### config.mk
export PLATFORM = sky130hd
export DESIGN_NAME = axis_mux_nx1
export DESIGN_NICKNAME = d
export VERILOG_FILES = /design/src/rtl/axis_mux_nx1.sv
export SDC_FILE = /design/constraint.sdc
export NUM_CORES = 1
export LEC_CHECK = 0
export CORE_MARGIN = 8
export CORE_UTILIZATION = 38
export CTS_BUF_LIST = sky130_fd_sc_hd__clkbuf_4 sky130_fd_sc_hd__clkbuf_8
export DETAILED_ROUTE_END_ITERATION = 12
export GPL_TIMING_DRIVEN = 1
export HOLD_SLACK_MARGIN = 0.06
export PLACE_DENSITY = 0.88
export SYNTH_ARGS = -nofsm -noshare
export SYNTH_HDL_FRONTEND = slang
export SYNTH_SLANG_ARGS = --single-unit
### constraint.sdc
create_clock -name clk -period 3.1 [get_ports clk]
set_input_delay 0.31 -clock clk [delete_from_list [all_inputs] [get_ports clk]]
set_output_delay 0.31 -clock clk [all_outputs]
set_load 0.02 [all_outputs]
### src/rtl/axis_mux_nx1.sv
// ---------------------------------------------------------------------------
// axis_mux_nx1
//
// N-to-1 AXI-Stream multiplexer with packet-level locking. One slave channel
// is granted at a packet boundary and keeps the grant until its tlast beat is
// accepted. The winner is chosen either by the external `select` input
// (ARB_MODE=0) or round-robin over valid channels (ARB_MODE=1). The master
// side is a single registered output stage, so the latency is one cycle and
// the throughput is one beat per cycle.
//
// Ports:
//   clk            rising-edge clock
//   reset          asynchronous, active-high reset
//   s_axis_tdata   NUM_CH packed channels, channel i at [i*DATA_WIDTH +: DATA_WIDTH]
//   s_axis_tvalid  per-channel valid
//   s_axis_tlast   per-channel end of packet
//   s_axis_tready  per-channel ready (only the granted channel, only while locked)
//   select         requested channel, used when ARB_MODE=0
//   m_axis_tdata   output data register
//   m_axis_tvalid  output valid
//   m_axis_tready  downstream ready
//   m_axis_tlast   output end of packet
//   grant          channel most recently granted (held between packets)
//   active         high while a packet is locked
// ---------------------------------------------------------------------------
module axis_mux_nx1 #(
  parameter int DATA_WIDTH = 8,
  parameter int NUM_CH     = 4,
  parameter int SEL_WIDTH  = 2,
  parameter int ARB_MODE   = 0
) (
  input  logic                         clk,
  input  logic                         reset,
  input  logic [NUM_CH*DATA_WIDTH-1:0] s_axis_tdata,
  input  logic [NUM_CH-1:0]            s_axis_tvalid,
  input  logic [NUM_CH-1:0]            s_axis_tlast,
  output logic [NUM_CH-1:0]            s_axis_tready,
  input  logic [SEL_WIDTH-1:0]         select,
  output logic [DATA_WIDTH-1:0]        m_axis_tdata,
  output logic                         m_axis_tvalid,
  input  logic                         m_axis_tready,
  output logic                         m_axis_tlast,
  output logic [SEL_WIDTH-1:0]         grant,
  output logic                         active
);

  typedef enum logic {IDLE, LOCKED} state_t;

  state_t                state;
  state_t                state_next;
  logic [SEL_WIDTH-1:0]  rr_last;

  logic                  g_valid;
  logic                  g_last;
  logic [DATA_WIDTH-1:0] g_data;
  logic                  out_free;
  logic                  accept;

  logic                  sel_hit;
  logic                  rr_hit;
  logic [SEL_WIDTH-1:0]  rr_pick;
  int                    rr_best;
  int                    rr_dist;
  logic                  arb_hit;
  logic [SEL_WIDTH-1:0]  arb_pick;

  assign active = (state == LOCKED);

  // The output register can take a new beat when it is empty or draining.
  assign out_free = ~m_axis_tvalid | m_axis_tready;
  assign accept   = (state == LOCKED) & g_valid & out_free;

  // Granted-channel view of the slave side.
  // NOTE: every always_comb output gets a default before any conditional
  // assignment; a missing default on some path infers a latch.
  always_comb begin
    g_valid = 1'b0;
    g_last  = 1'b0;
    g_data  = '0;
    for (int i = 0; i < NUM_CH; i++) begin
      if (grant == SEL_WIDTH'(i)) begin
        g_valid = s_axis_tvalid[i];
        g_last  = s_axis_tlast[i];
        g_data  = s_axis_tdata[i*DATA_WIDTH +: DATA_WIDTH];
      end
    end
  end

  always_comb begin
    s_axis_tready = '0;
    for (int i = 0; i < NUM_CH; i++) begin
      s_axis_tready[i] = (state == LOCKED) && (grant == SEL_WIDTH'(i)) && out_free;
    end
  end

  // External select: an out-of-range select matches no channel, so no grant.
  always_comb begin
    sel_hit = 1'b0;
    for (int i = 0; i < NUM_CH; i++) begin
      if (select == SEL_WIDTH'(i)) sel_hit = s_axis_tvalid[i];
    end
  end

  // Round-robin: rank each channel by its distance past the last grant
  // (the channel right after rr_last has distance 0) and take the nearest
  // valid one.
  always_comb begin
    rr_hit  = 1'b0;
    rr_pick = '0;
    rr_best = NUM_CH;
    rr_dist = 0;
    for (int i = 0; i < NUM_CH; i++) begin
      rr_dist = (i + NUM_CH - 1 - int'(rr_last)) % NUM_CH;
      if (s_axis_tvalid[i] && (rr_dist < rr_best)) begin
        rr_best = rr_dist;
        rr_pick = SEL_WIDTH'(i);
        rr_hit  = 1'b1;
      end
    end
  end

  always_comb begin
    arb_hit  = 1'b0;
    arb_pick = '0;
    if (ARB_MODE == 1) begin
      arb_hit  = rr_hit;
      arb_pick = rr_pick;
    end else begin
      arb_hit  = sel_hit;
      arb_pick = select;
    end
  end

  always_comb begin
    state_next = state;
    case (state)
      IDLE:    if (arb_hit) state_next = LOCKED;
      LOCKED:  if (accept && g_last) state_next = IDLE;
      default: state_next = IDLE;
    endcase
  end

  // NOTE: sequential state uses non-blocking assignments so every register
  // samples the pre-edge values, independent of block ordering.
  always_ff @(posedge clk or posedge reset) begin
    if (reset) state <= IDLE;
    else       state <= state_next;
  end

  // rr_last resets to the highest channel so channel 0 is searched first.
  always_ff @(posedge clk or posedge reset) begin
    if (reset) begin
      grant   <= '0;
      rr_last <= SEL_WIDTH'(NUM_CH - 1);
    end else begin
      if (state == IDLE && arb_hit) grant <= arb_pick;
      if (accept && g_last)         rr_last <= grant;
    end
  end

  // Output stage: data and last only change on an accepted beat, so they
  // hold while stalled or empty.
  always_ff @(posedge clk or posedge reset) begin
    if (reset) begin
      m_axis_tvalid <= 1'b0;
      m_axis_tlast  <= 1'b0;
      m_axis_tdata  <= '0;
    end else if (accept) begin
      m_axis_tvalid <= 1'b1;
      m_axis_tlast  <= g_last;
      m_axis_tdata  <= g_data;
    end else if (m_axis_tready) begin
      m_axis_tvalid <= 1'b0;
    end
  end

endmodule

* After elaboration in Yosys (flattened, before gate mapping)
Cells that the tools add are included.
** Storage, ports and cells
- Register bits :: 13
- Input port bits :: 45
- Output and inout bits :: 17
- Word-level logic and storage cells :: 50
** Operators by class
- Eq/ne operators :: 6
- Multiplexer cells :: 21
- Bitwise operators :: 5
- Reductions and logical operators :: 13
** Operators by type and width (count)
- $mux 8 :: 4
- $mux 1 :: 16
- $logic_and 1x1->1 :: 10
- $eq 2x2->1 const B :: 4
- $eq 2x1->1 const B :: 2
- $logic_not 2->1 :: 2
- $and 1x1->1 :: 2
- $not 1->1 :: 2
- $pmux 1 s2 :: 1
- $reduce_bool 2->1 :: 1
- $or 1x1->1 :: 1

* Longest topological paths before layout
- Word-level depth :: 10
- Gate-level depth with buffers :: 4

* Worst setup path after synthesis
No wires, ideal clock.
- Path type :: reg2reg
- From :: reg grant[0]
- To :: reg m_axis_tdata[0]
- Arrival time :: 1.630 ns
- Required time :: 2.975 ns
- Setup slack :: 1.345 ns
- Stages on the path, launching flop included :: 5
- Buffers on the path :: 1
- Path through :: dfrtp_1 -> buf_6 -> mux4_2 -> nand3_4 -> mux2_2
** On the way
- Longest elaborated chain between the ends :: 7
** Ends and longest elaborated chain
- start, declared :: line 43 : output logic [SEL_WIDTH-1:0] grant,
- start signal, assigned :: line 156 : if (state == IDLE && arb_hit) grant <= arb_pick;
- $logic_not 2->1 :: line 81 : if (grant == SEL_WIDTH'(i)) begin
- $mux 1 (4 in series) :: line 81
- $and 1x1->1 (2 in series) :: line 71 : assign accept = (state == LOCKED) & g_valid & out_free;
- end signal, assigned :: line 171 : m_axis_tdata <= g_data;
- end, declared :: line 39 : output logic [DATA_WIDTH-1:0] m_axis_tdata,
Several ways; a longest one is shown, not always the timed one.
A chain may end at the register's enable or synchronous reset.

* Worst setup path after layout
- From :: reg grant[0]
- To :: out s_axis_tready[1]
** On the way
- Longest elaborated chain between the ends :: 3
** Ends and longest elaborated chain
- $eq 2x1->1 :: line 92 : s_axis_tready[i] = (state == LOCKED) && (grant == SEL_WIDTH'(i)) && out_free;
- $logic_and 1x1->1 (2 in series) :: line 92
- end, declared :: line 37 : output logic [NUM_CH-1:0] s_axis_tready,
Every way passes these cells.

==> metrics.txt <==
outcome=finished, final reports clean; count of final setup violators=0; Hold Vio Cnt, Final=0; largest net degree at the start of global routing=16; Post-CTS Hold Buffers=0; CTS H-tree lvls=1; sequential fraction of the synthesis area=0.3852; commonest non-fill, non-tap cells in the layout=clkdlybuf4s50_1, dfrtp_1, mux2_2; Worst setup EP type=output port; WP data arrival=2.08 ns; first-pass GRT wire length=4202 µm; flip-flop and latch area=325.3 µm²; Cell Area, Synth=844.6 µm²; die area=3987 µm²; Post-Route WL=2577 µm; drt first pass iters=4; multi-input logic area=479.2 µm²; Period minus WS final=2.394 ns; Setup TNS=0 ns; share of the synthesized area in the top cell type=0.3852; Setup CP Type=flop to output port; RR Endpoint=m_axis_tdata[7]$_DFFE_PP0P_; peak fanout along the critical path=15; NumNets Final=162; max-cap viol count=0; Mapped Nets=99; Ant. Diodes=0; CTS clock-pin slew for the worst setup and hold paths=0.08 ns; DP Wirelength=2166 µm; CTS sink count=13; R2R cell count=3; CTS Buffer Depth=2; post-CTS setup buffer count=0; Final Max Tran Viols=0; YS warnings=0; initial antenna violation count=0; Max Clock Freq=417.7 MHz; antenna-violating nets left=0; Slew @ Worst Pin=0.6413 ns; # rows=17; R2R setup slack=1.04 ns; Worst-Skew Late Latency=0.27 ns; Die H=63.15 µm; I/O pin cnt=62; Yosys cell types=15; top cell type by total area after synthesis=dfrtp_1; area added between synthesis and finish=76.30%; pre-CTS setup slack=0.8224 ns; GRT overflow=0; GPL Wtd Cong=0.7489; CTS tree=done; Via density=5.160; Starting Density=0.3931; CTS Buf Count=3; core area=2148 µm²; Area contributors post-synth=dfrtp_1, mux4_1, mux2_2; flop and latch count out of synthesis=13; GRT Total Usage=0.1323; cell count after synthesis=54; Layout fillers=155; Max VDD drop=428.1 µV; root buffer cell=clkbuf_4; DRC=0; Pwr Density=833.6 nW/µm²; fin crit share=0.7723; Util after Layout=0.6931; worst r2r src=grant[0]$_DFFE_PP0P_; Hold Path Class=input port to async pin; commonest non-fill, non-tap cell in the layout=clkdlybuf4s50_1; share of layout cells above drive strength 1=0.1638; Pleak=0.6088 nW; wire per inst=17.90 µm; Design Power=1.241 mW; I/O Buffers=61; syn_area_per_cell=15.64 µm²; clk_skew=0.002244 ns; setup ws final=0.7059 ns; origin of the worst setup path=grant[0]$_DFFE_PP0P_; Critical Path End=s_axis_tready[1]; vias post-DR=743; die outline width=63.15 µm; DRT iter0 DRCs=34; vias in the first global route=820; post-cts repair resize count=0; Slew HR=0.5725; Worst Path Required=2.79 ns; RSZ-0062 raised after global routing=no; crit start category=flop
==> area by class of cell <==
type                    instances  share of cell area
clock buffers                   3             0.01513
inverters                       3            0.007563
repair buffers                 61              0.4101
multi-input cells              35              0.3218
clock inverters                 1            0.003361
flip-flops and latches         13              0.2185
well taps                      28             0.02353
==> stage by stage <==
stage / cell area, µm² / std cells / hold slack, ns
2_1_floorplan: 844.6 / 54 / 0.1870
3_3_place_gp: 1461 / 140 / 0.4864
3_5_place_dp: 1461 / 140 / 0.4921
4_1_cts: 1489 / 144 / 0.3712
5_1_grt: 1489 / 144 / 0.4106
6_report: 1489 / 144 / 0.3558
==> flip-flops by register name, summed over array words and instances (netlist names) <==
name,flops
m_axis_tlast,1
m_axis_tdata,8
grant,2
m_axis_tvalid,1
active,1
==> synthesized netlist by cell type <==
cell / instances
mux2_2: 11
nand2_1: 5
nand3_1: 1
nor2_1: 2
a31o_2: 1
dfrtp_1: 13
buf_6: 1
mux4_2: 2
inv_1: 3
nand2b_1: 1
nand3_4: 1
nor3_1: 2
mux4_1: 9
clkbuf_8: 1
clkbuf_1: 1
==> worst min path at each step <==
stage	startpoint	to	slack, ns
detailed placement	m_axis_tdata[4]$_DFFE_PP0P_	m_axis_tdata[4]$_DFFE_PP0P_	0.49
floorplan	reset	active$_DFF_PP0_	0.19
global placement	m_axis_tdata[4]$_DFFE_PP0P_	m_axis_tdata[4]$_DFFE_PP0P_	0.49
finish	reset	m_axis_tdata[6]$_DFFE_PP0P_	0.36
CTS	reset	m_axis_tdata[5]$_DFFE_PP0P_	0.37
global route	reset	m_axis_tvalid$_DFFE_PP0P_	0.41
==> worst max-delay path: stages (launching register included) <==
cell and delay, ns:
dfrtp_1 0.76, inv_1 0.14, nor3_1 0.25, clkdlybuf4s50_1 0.66
==> report_power, final <==
group          switching, mW  total, mW  leakage [nW]  internal (mW)
registers              0.112      0.370         0.152          0.258
logic                  0.311      0.767         0.439          0.456
clock network         0.0558      0.104        0.0177         0.0478
total                  0.479       1.24         0.609          0.762
==> metal layers <==
metal / vias up / GRT usage / part of all wire
met2: 32 / 0.2292 / 0.52
met5: - / 0 / 0
met3: 2 / 0.04417 / 0.078
met1: 366 / 0.1388 / 0.39
li1: 343 / - / -
met4: 0 / 0.06838 / 0.010
==> kinds of logic (layout without fill, tap and decap cells) <==
group                  Yosys count  count (layout)  synth area share
muxes                           22              22            0.4800
DFF                             13              13            0.3852
and+or+nand+nor                 12              12           0.07705
buffers and inverters            6              68           0.04740
AOI/OAI and AO/OA                1               1           0.01037
No activity file was read; power rests on OpenSTA's default activity.
